--- src/rtl/gf_mul_v2_if.sv ---
// ============================================================================
// Module   : gf_mul_v2_if
// Brief    : Operand/result bundle for the GHASH GF(2^128) multiplier.
// Revision : 1.0 - initial release
// ============================================================================
`default_nettype none

interface gf_mul_v2_if;
  logic           iNext;
  logic [127:0]   iCtext;
  logic           iCtext_valid;
  logic [0:127]   iHashkey;
  logic           iHashkey_valid;
  logic [0:127]   oResult;
  logic           oResult_valid;

  modport master (
    output iNext, iCtext, iCtext_valid, iHashkey, iHashkey_valid,
    input  oResult, oResult_valid
  );

  modport slave (
    input  iNext, iCtext, iCtext_valid, iHashkey, iHashkey_valid,
    output oResult, oResult_valid
  );
endinterface

`default_nettype wire

--- src/rtl/gf_mul_v2.sv ---
// ============================================================================
// Module   : gf_mul_v2
// Brief    : Iterative GCM-convention GF(2^128) multiplier (X * H) for GHASH.
//            Define GF_MUL_V2_DIGIT8_EN for 8 bits/cycle, else bit-serial.
// Revision : 1.0 - initial release
// ============================================================================
`default_nettype none

module gf_mul_v2 (
  input  wire         iClk,
  input  wire         iRstn,
  gf_mul_v2_if.slave  bus
);

`ifdef GF_MUL_V2_DIGIT8_EN
  localparam int DIGIT = 8;
`else
  localparam int DIGIT = 1;
`endif

  localparam logic [6:0]   LAST_STEP = 7'(128 - DIGIT);
  localparam logic [0:127] R_POLY    = {8'hE1, 120'h0};

  typedef enum logic [1:0] {
    ST_IDLE = 2'd0,
    ST_BUSY = 2'd1,
    ST_DONE = 2'd2
  } state_t;

  state_t         state_q, state_d;
  logic           next_q, next_d;
  logic [127:0]   x_q, x_d;
  logic [0:127]   v_q, v_d;
  logic [0:127]   z_q, z_d;
  logic [6:0]     cnt_q, cnt_d;
  logic [0:127]   result_q, result_d;
  logic           result_valid_q, result_valid_d;
  logic           start_edge;

  always_ff @(posedge iClk) begin
    if (!iRstn) begin
      state_q        <= ST_IDLE;
      next_q         <= 1'b0;
      x_q            <= '0;
      v_q            <= '0;
      z_q            <= '0;
      cnt_q          <= '0;
      result_q       <= '0;
      result_valid_q <= 1'b0;
    end else begin
      state_q        <= state_d;
      next_q         <= next_d;
      x_q            <= x_d;
      v_q            <= v_d;
      z_q            <= z_d;
      cnt_q          <= cnt_d;
      result_q       <= result_d;
      result_valid_q <= result_valid_d;
    end
  end

  always_comb begin
    state_d        = state_q;
    next_d         = bus.iNext;
    x_d            = x_q;
    v_d            = v_q;
    z_d            = z_q;
    cnt_d          = cnt_q;
    result_d       = result_q;
    result_valid_d = 1'b0;
    start_edge     = bus.iNext & ~next_q;

    case (state_q)
      ST_IDLE: begin
        // An edge with an operand invalid is simply dropped; next_q still
        // tracks iNext so the same level cannot retrigger later.
        if (start_edge && bus.iCtext_valid && bus.iHashkey_valid) begin
          state_d = ST_BUSY;
          x_d     = bus.iCtext;
          v_d     = bus.iHashkey;
          z_d     = '0;
          cnt_d   = '0;
        end
      end
      ST_BUSY: begin
        // x_d[127] is the current GCM bit of X; it is shifted out MSB-first.
        for (int k = 0; k < DIGIT; k++) begin
          if (x_d[127]) begin
            z_d = z_d ^ v_d;
          end
          v_d = (v_d >> 1) ^ (v_d[127] ? R_POLY : '0);
          x_d = x_d << 1;
        end
        cnt_d = cnt_q + 7'(DIGIT);
        if (cnt_q == LAST_STEP) begin
          state_d = ST_DONE;
        end
      end
      ST_DONE: begin
        result_d       = z_q;
        result_valid_d = 1'b1;
        state_d        = ST_IDLE;
      end
      default: begin
        state_d = ST_IDLE;
      end
    endcase
  end

  assign bus.oResult       = result_q;
  assign bus.oResult_valid = result_valid_q;

endmodule

`default_nettype wire

--- src/flat_wrapper.sv ---
// flat-port wrapper written by rule: the top's interface ports become plain ports
module gf_mul_v2_flat 
  (iClk, iRstn, bus_iNext, bus_iCtext, bus_iCtext_valid, bus_iHashkey, bus_iHashkey_valid, bus_oResult, bus_oResult_valid);
  gf_mul_v2_if bus_i ();
  input  wire iClk;
  input  wire iRstn;
  input wire logic [$bits(bus_i.iNext)-1:0] bus_iNext;
  input wire logic [$bits(bus_i.iCtext)-1:0] bus_iCtext;
  input wire logic [$bits(bus_i.iCtext_valid)-1:0] bus_iCtext_valid;
  input wire logic [$bits(bus_i.iHashkey)-1:0] bus_iHashkey;
  input wire logic [$bits(bus_i.iHashkey_valid)-1:0] bus_iHashkey_valid;
  output wire logic [$bits(bus_i.oResult)-1:0] bus_oResult;
  output wire logic [$bits(bus_i.oResult_valid)-1:0] bus_oResult_valid;
  assign bus_i.iNext = bus_iNext;
  assign bus_i.iCtext = bus_iCtext;
  assign bus_i.iCtext_valid = bus_iCtext_valid;
  assign bus_i.iHashkey = bus_iHashkey;
  assign bus_i.iHashkey_valid = bus_iHashkey_valid;
  assign bus_oResult = bus_i.oResult;
  assign bus_oResult_valid = bus_i.oResult_valid;
  gf_mul_v2 u_core (.iClk(iClk), .iRstn(iRstn), .bus(bus_i));
endmodule
--- config.mk ---
export PLATFORM = sky130hd
export DESIGN_NAME = gf_mul_v2_flat
export DESIGN_NICKNAME = d
export VERILOG_FILES = /design/src/rtl/gf_mul_v2_if.sv /design/src/rtl/gf_mul_v2.sv /design/src/flat_wrapper.sv
export SDC_FILE = /design/constraint.sdc
export NUM_CORES = 1
export LEC_CHECK = 0
export ABC_AREA = 1
export CORE_UTILIZATION = 45
export DETAILED_ROUTE_END_ITERATION = 8
export GPL_TIMING_DRIVEN = 0
export PLACE_DENSITY = 0.72
export SLEW_MARGIN = 20
export SYNTH_ARGS = -nofsm -noshare
export SYNTH_HDL_FRONTEND = slang
export SYNTH_SLANG_ARGS = --single-unit
--- constraint.sdc ---
create_clock -name iClk -period 1.35 [get_ports iClk]
set_input_delay 0.27 -clock iClk [delete_from_list [all_inputs] [get_ports iClk]]
set_output_delay 0.27 -clock iClk [all_outputs]
set_load 0.02 [all_outputs]
==> flow_summary.rst, run 1 <==
.. list-table::
   :header-rows: 1

   * - Metric
     - Value
   * - Status
     - finished with violations
   * - Commonest register cell after synthesis
     - dfxtp_1
   * - Sw power
     - 9.46 mW
   * - Number of buffers created by CTS
     - 56
   * - DRT Pass-1 Iters
     - 8
   * - Share of total power in the clock network
     - 43.2%
   * - Switching power share of the total
     - about a quarter
   * - Number of nets in the finished design
     - roughly 4400
   * - Pint
     - 27.2 mW
   * - Power per standard cell area
     - 1180 nW/um^2
   * - Synthesized instance count
     - between 3000 and 4000
   * - Number of pins with negative max-slew slack in the final report
     - 0
   * - Critical setup path kind
     - reg -> reg
   * - Area fraction of the dominant cell type after synthesis
     - 44.1%
   * - # fillers
     - 5060
   * - Static leakage
     - around 14 nW
   * - Wire length of the first global-routing pass
     - 120 mm
   * - Achievable clock frequency
     - 612 MHz
   * - DRC marker count from the first detailed-route iteration
     - 1796
   * - Count of input and output buffers
     - 389
   * - Later-pin clock latency in the skew report
     - 0.62 ns
   * - Setup TNS
     - -113.66 ns
   * - Setup repair after global routing missed its margin
     - true
   * - Most frequent standard cell in the layout excluding fill and tap cells
     - nand2_1
   * - Total via count after detailed routing
     - 24800
   * - Clock sink count
     - 523
   * - Post-synth design cell area
     - 23800 um^2
   * - Antenna Violating Nets Remaining
     - 0
   * - Syn_area_per_cell
     - roughly 6.5 um^2
   * - Width of the die
     - around 230 um
   * - Max stage delay cell, worst path
     - dfxtp_2
   * - Data arrival time of the critical path
     - 2.17 ns
   * - Largest fanout on the critical path
     - 10
   * - Logic depth of the worst register-to-register path
     - 8
   * - Register bit count reported by yosys
     - 523
   * - Global-route congestion overflow total
     - 0
   * - Clock-pin slew of the registers on the worst-case setup and hold paths
     - approximately 0.060 ns
   * - Slew @ Worst Pin
     - around 0.67 ns
   * - Sequential element share of the synthesized area
     - around 44%
   * - Clock tree root driver cell
     - clkbuf_16
   * - Chip Height
     - ~230 um
   * - Largest net degree at the start of global routing
     - 15
   * - Combined global-route utilization of all metal layers
     - about 28%
   * - Fraction of final layout cells with drive strength greater than 1
     - under 10%
   * - Number of global-route vias before repair
     - about 23000
   * - Antenna violations before repair
     - 8
   * - Async S/R FF share, synth
     - 0%
   * - Most common cell type on the critical path
     - nor2_1
   * - Maximum cell stage delay along the critical path
     - around 0.37 ns
   * - Hold Crit Class
     - in -> reg
   * - Clock period minus final worst setup slack
     - 1.63 ns
   * - Sort of element at the end of the critical path
     - flip-flop
   * - Number of levels in the clock H-tree
     - 2
   * - Initial core utilization
     - 45.9%
   * - Top cells by area in the synthesized netlist
     - dfxtp_1 (44%), nand2_1 (15%), nor2_1 (10%), o21ai_0 (9.4%), nand3_1 (5.6%)
   * - Data required time at the worst endpoint
     - 1.89 ns
   * - TritonCTS clock tree
     - built
   * - DR WL/cell
     - between 15 and 20 um
   * - Number of buffers on the longest clock path
     - 3
   * - Failing checks
     - setup timing
   * - Post-route DRC
     - 0
   * - Total setup violations reported at the end of the flow
     - 633
   * - Number of enable-type register cells in the synthesized netlist
     - 0
   * - Share of power burned in registers
     - 45.0%
   * - Post-DP HPWL
     - between 50 and 60 mm
   * - Die outline area
     - 53700 um^2
   * - Cell-by-cell trace of the critical path
     - inv_2, nand2_4, clkbuf_16, buf_2, nand2_1, o21ai_0, nor2_1, nor2_1
   * - Post-synthesis net count
     - a little under 4000
   * - Rows
     - 83
   * - Via/cell ratio
     - ~5.1
   * - Logic pwr share
     - around an eighth
   * - Max VDD drop
     - 0.990 mV
   * - Post-route clock skew
     - 0.0273 ns
   * - Weighted congestion reported at the end of routability-driven placement
     - 0.861
   * - Instance count on the critical path
     - 8
   * - Placeable core area
     - about 52000 um^2
   * - Critical path startpoint category
     - flip-flop
   * - Total power of the final layout
     - between 30 and 40 mW
   * - Final hold viol count
     - 0
   * - Count of hold-fix buffers inserted at cts
     - 0
   * - Family with the most delay on the worst path
     - buffers and inverters
   * - Count of yosys warnings during synthesis
     - 0
   * - Count of max-cap constraint violations
     - 0
   * - Boundary pin count
     - slightly below 400
   * - Distinct cell type count after synthesis
     - 21
   * - Most frequent cells in the layout
     - nand2_1 (919), nor2_1 (644), dfxtp_1 (499)
   * - Rel. slew slack
     - a little under three fifths
   * - Top cell type by total area after synthesis
     - dfxtp_1
   * - Growth of design area from synthesis to finish
     - 30.8%
   * - Fraction of the cycle the final worst path needs
     - 121%
   * - Number of buffers and inverters on the critical path
     - 3
   * - Worst Hold Path Cells
     - 3
   * - Total wirelength of the detailed-routed design
     - 76.3 mm
   * - Final setup margin
     - -0.284 ns
[logic make-up (layout without fill, tap and decap cells)]
| logic type | after synthesis | after routing | share of synthesized area [%] |
|---|---|---|---|
| compound gates | 779 | 779 | 16.4 |
| fa+ha+maj | 1 | 1 | 0.0527 |
| buf+inv | 533 | 1033 | 8.91 |
| flops | 523 | 523 | 44.1 |
| other cells | 0 | 4 | 0 |
| simple gates | 1838 | 1838 | 30.5 |
[sequential cells by signal (all words and copies together), names as in the netlist]
name	count
u_core.bus.oResult	128
u_core.v_q	128
u_core.x_q	128
u_core.z_q	128
u_core.cnt_q	7
u_core.state_q	2
u_core.bus.oResult_valid	1
u_core.next_q	1
[power groups by stage]
| stage | Combinational, mW | Sequential, mW | Clock (mW) |
|---|---|---|---|
| 2_1_floorplan | 2.45 | 16.7 | 0 |
| 3_3_place_gp | 4.07 | 16.8 | 0 |
| 3_5_place_dp | 4.10 | 16.8 | 0 |
| 4_1_cts | 4.23 | 16.5 | 16.1 |
| 5_1_grt | 4.87 | 16.5 | 16.6 |
| 6_report | 4.34 | 16.5 | 15.8 |
[stage by stage]
step                cells  utilization [%]  worst slack (ns)  area [um^2]  hold slack (ns)
finish               4858             60.1            -0.284        31100            0.250
global route         4858             60.1            -0.366        31100            0.262
CTS                  4852             59.6            -0.290        30800            0.209
detailed placement   4743             55.4             -1.59        28700            0.456
global placement     4743             55.4             -1.98        28600            0.460
floorplan            3674                -           -0.0225        23900            0.363
[cell type report]
type | instances | area (um^2) | share of cell area (%)
multi-input combinational | 2618 | 11200 | 36.1
sequential | 523 | 10500 | 33.8
timing repair buffer | 394 | 3830 | 12.3
buffer | 268 | 1790 | 5.75
clock buffer | 81 | 1610 | 5.17
inverter | 265 | 997 | 3.21
tap | 680 | 851 | 2.74
clock inverter | 25 | 270 | 0.870
antenna | 4 | 10.0 | 0.0322
[routing by layer]
layer  wire length (um)  share of wire (%)  vias to the layer above  GRT usage [%]
li1                   -                  -                    12600              -
met1              34500                 45                    11400           37.3
met2              34700                 45                      705           44.9
met3               5050                6.6                      122           4.90
met4               2120                2.8                        8           9.64
met5                 51              0.067                        -              0
[cell usage after synthesis (2+ instances only)]
cell type  number
a21oi_1       264
buf_1          18
buf_2          71
buf_4           3
buf_6           2
clkbuf_1      174
dfxtp_1       523
inv_1         261
inv_2           4
nand2_1       920
nand3_1       266
nand4_1         2
nor2_1        646
nor3_1          2
o21ai_0       446
o21ai_1        67
[worst register-to-register path: cells and delay by family, from the launching register on]
| family | cells | cell delay, ns |
|---|---|---|
| AND/OR/NAND/NOR | 4 | 0.49 |
| buffers and inverters | 3 | 0.58 |
| AO/OA/AOI/OAI | 1 | 0.12 |
| flip-flops | 1 | 0.37 |
[final timing paths]
| path | endpoint | slack, ns | startpoint |
|---|---|---|---|
| max | u_core.v_q[60] | -0.28 | u_core.state_q[1] |
| min reg2reg | u_core.x_q[0] | 0.48 | u_core.x_q[0] |
| min | u_core.next_q | 0.25 | bus_iNext |
| max reg2reg | u_core.v_q[60] | -0.28 | u_core.state_q[1] |
[timing repair]
action	4_1_cts	5_1_grt
buffers inserted	3	2
gates resized for setup	426	164
pin swaps	1	3
gates cloned	0	0
setup endpoints to repair	651	650
Note: power is estimated with default switching activity, not from simulation.
==> inputs of run 2 (changes only) <==
--- a/config.mk
+++ b/config.mk
@@ -10,6 +10,8 @@
 export DETAILED_ROUTE_END_ITERATION = 8
 export GPL_TIMING_DRIVEN = 0
 export PLACE_DENSITY = 0.72
+export SKIP_CTS_REPAIR_TIMING = 1
+export SKIP_LAST_GASP = 1
 export SLEW_MARGIN = 20
 export SYNTH_ARGS = -nofsm -noshare
 export SYNTH_HDL_FRONTEND = slang
==> constraint.sdc (replaced) <==
create_clock -name iClk -period 1.4 [get_ports iClk]
set_input_delay 0.28 -clock iClk [delete_from_list [all_inputs] [get_ports iClk]]
set_output_delay 0.28 -clock iClk [all_outputs]
set_load 0.02 [all_outputs]
==> run 2 against run 1 <==
Compared with the run above: the flow still finishes with violations (setup timing); sequential power decreased by 4%; final cell count rose by 0.78%; clock-buffer cell count rose by 4; worst setup slack got worse by 0.075 ns; via count up 1.3%; cell area is 4.3% higher; combinational power barely moved; largest cell class unchanged; largest power group unchanged; highest routed layer unchanged.
==> flow_summary.rst, run 2 (synthesis results as in run 1) <==
.. list-table::
   :header-rows: 1

   * - Metric
     - Value
   * - Sort of element at the end of the critical path
     - flip-flop
   * - Initial core utilization
     - 45.9% (unchanged)
   * - Clock period minus final worst setup slack
     - 1.76 ns (+0.125 ns)
   * - Boundary pin count
     - 390 (unchanged)
   * - Die outline area
     - 53700 um^2 (unchanged)
   * - Status
     - finished with violations
   * - DR WL/cell
     - 16.1 um (+2.4%)
   * - Number of nets in the finished design
     - 4430 (+0.96%)
   * - Number of buffers on the longest clock path
     - 3 (unchanged)
   * - Count of max-cap constraint violations
     - 0 (unchanged)
   * - Worst Hold Path Cells
     - 3 (unchanged)
   * - Hold Crit Class
     - in -> reg
   * - Final setup margin
     - -0.358 ns (-0.0747 ns)
   * - Max VDD drop
     - 0.823 mV (-17%)
   * - Post-route DRC
     - 0 (unchanged)
   * - Final hold slack
     - 0.297 ns (+0.0465 ns)
   * - Total setup violations reported at the end of the flow
     - 638 (+0.79%)
   * - Startpoint of the lowest-slack hold path
     - bus_iCtext[0]
   * - Weighted congestion reported at the end of routability-driven placement
     - 0.867 (+0.65%)
   * - Logic depth of the worst register-to-register path
     - 6 (-2)
   * - Width of the die
     - 232 um (unchanged)
   * - Count of input and output buffers
     - 389 (unchanged)
   * - Number of pins with negative max-slew slack in the final report
     - 0 (unchanged)
   * - Clock sink count
     - 523 (unchanged)
   * - Power per standard cell area
     - 1110 nW/um^2 (-6.0%)
   * - Critical path startpoint category
     - flip-flop
   * - Cells after DPL
     - 4743 (unchanged)
   * - Static leakage
     - 16.0 nW (+16%)
   * - DRC marker count from the first detailed-route iteration
     - 2024 (+13%)
   * - Total power of the final layout
     - 35.9 mW (-1.9%)
   * - Growth of design area from synthesis to finish
     - 36.4%
   * - R2R Path End
     - u_core.z_q[98]
   * - Placeable core area
     - 51700 um^2 (unchanged)
   * - Rel. slew slack
     - 62.6% (+7.2 points)
   * - Wire length of the first global-routing pass
     - 119 mm (-1.4%)
   * - Final Util
     - 62.7% (+2.6 points)
   * - Largest net degree at the start of global routing
     - 15 (unchanged)
   * - Most frequent cells in the layout
     - nand2_1 (918), nor2_1 (644), dfxtp_1 (521)
   * - Later-pin clock latency in the skew report
     - 0.62 ns (about the same)
   * - R2R setup slack
     - -0.36 ns (-0.07 ns)
   * - Final hold viol count
     - 0 (unchanged)
   * - Origin of the critical flop-to-flop path
     - u_core.state_q[0]
   * - Via/cell ratio
     - 5.14 (+0.55%)
   * - Antenna Violating Nets Remaining
     - 0 (unchanged)
   * - Global-route congestion overflow total
     - 0 (unchanged)
   * - Rows
     - 83 (unchanged)
   * - Number of global-route vias before repair
     - 22400 (-2.4%)
   * - Antenna violations before repair
     - 7 (-1)
   * - Total via count after detailed routing
     - 25200 (+1.3%)
   * - Achievable clock frequency
     - 569 MHz (-7.1%)
   * - DRT Pass-1 Iters
     - 5 (-3)
   * - Largest fanout on the critical path
     - 10 (unchanged)
   * - Critical setup path kind
     - reg -> reg
   * - Post-route clock skew
     - 0.0273 ns (+0.00000410 ns)
   * - TritonCTS clock tree
     - built
   * - Data required time at the worst endpoint
     - 1.94 ns (+0.05 ns)
   * - Chip Height
     - 232 um (unchanged)
   * - Number of buffers created by CTS
     - 57 (+1.8%)
   * - Worst Hold Endpoint
     - u_core.x_q[0]
   * - Data arrival time of the critical path
     - 2.29 ns (+0.12 ns)
   * - Failing checks
     - setup timing
   * - Slew @ Worst Pin
     - 0.560 ns (-0.107 ns)
   * - Most frequent standard cell in the layout excluding fill and tap cells
     - nand2_1
   * - Clock tree root driver cell
     - clkbuf_16
   * - Setup repair after global routing missed its margin
     - true
   * - Fraction of final layout cells with drive strength greater than 1
     - 9.07% (-0.035 points)
   * - Post-route insts no fill
     - 4896 (+0.78%)
   * - Fraction of the cycle the final worst path needs
     - 126% (+4.6 points)
   * - Post-DP HPWL
     - 52.8 mm (-0.73%)
   * - Number of levels in the clock H-tree
     - 2 (unchanged)
   * - Total wirelength of the detailed-routed design
     - 78.8 mm (+3.2%)
   * - Combined global-route utilization of all metal layers
     - 27.6% (-0.28 points)
   * - Clock-pin slew of the registers on the worst-case setup and hold paths
     - 0.06 ns (about the same)
==> run 2: cell types whose count changed in the layout (fill, tap and decap cells not counted), sizes merged, moves of 4 or more <==
cell,previous run,this run
dlymetal6s2s,0,129
clkinv,16,11
clkbuf,249,271
dlygate4sd2,101,0
clkdlybuf4s15,4,0
==> run 2: report_power, final <==
part           leakage [nW]  total, mW  internal (mW)  switching, mW
clock                 0.960       15.7           9.33           6.36
combinational          10.8       4.36           1.89           2.47
sequential             4.26       15.9           15.5          0.387
total                  16.0       35.9           26.7           9.21
==> run 2: worst max-delay path by stage <==
stage / cells after the start / endpoint / startpoint
after floorplan: 7 / u_core.z_q[1] / u_core.state_q[1]
after global placement: 6 / u_core.bus.oResult[47] / iRstn
after detailed placement: 6 / u_core.v_q[22] / iRstn
after CTS: 6 / u_core.bus.oResult[48] / u_core.state_q[1]
after global routing: 6 / u_core.z_q[93] / u_core.state_q[0]
final: 6 / u_core.z_q[98] / u_core.state_q[0]
==> run 2: area by class of cell <==
cell class                 count  area [um^2]
multi-input combinational   2618        11300
clock buffer                  85         1710
sequential                   523        10500
tap                          680          851
buffer                       266         1810
antenna                        4         10.0
fill                        4764        19300
timing repair buffer         437         5020
clock inverter                18          225
inverter                     265         1010
==> run 2: layer usage <==
metal / global-route usage [%] / vias up / wire length [um]
met2: 44.0 / 753 / 35600
met4: 8.29 / 6 / 1880
met5: 0 / - / 41
met3: 4.38 / 116 / 5140
li1: - / 12700 / -
met1: 38.0 / 11600 / 36100
==> run 2: worst max-delay path, stage by stage (launching register included) <==
cell and delay (ns):
dfxtp_4 0.37, inv_4 0.07, or2_2 0.12, buf_2 0.40, clkbuf_1 0.39, nand3_1 0.15, a21oi_1 0.17
==> run 2: metrics by stage <==
stage	setup TNS (ns)	area [um^2]	setup WS [ns]
global route	-135.42	32400	-0.360
global placement	-652.82	28500	-1.90
floorplan	0	23800	0.000128
finish	-96.27	32400	-0.358
detailed placement	-621.61	28500	-1.61
CTS	-488.30	30500	-1.07
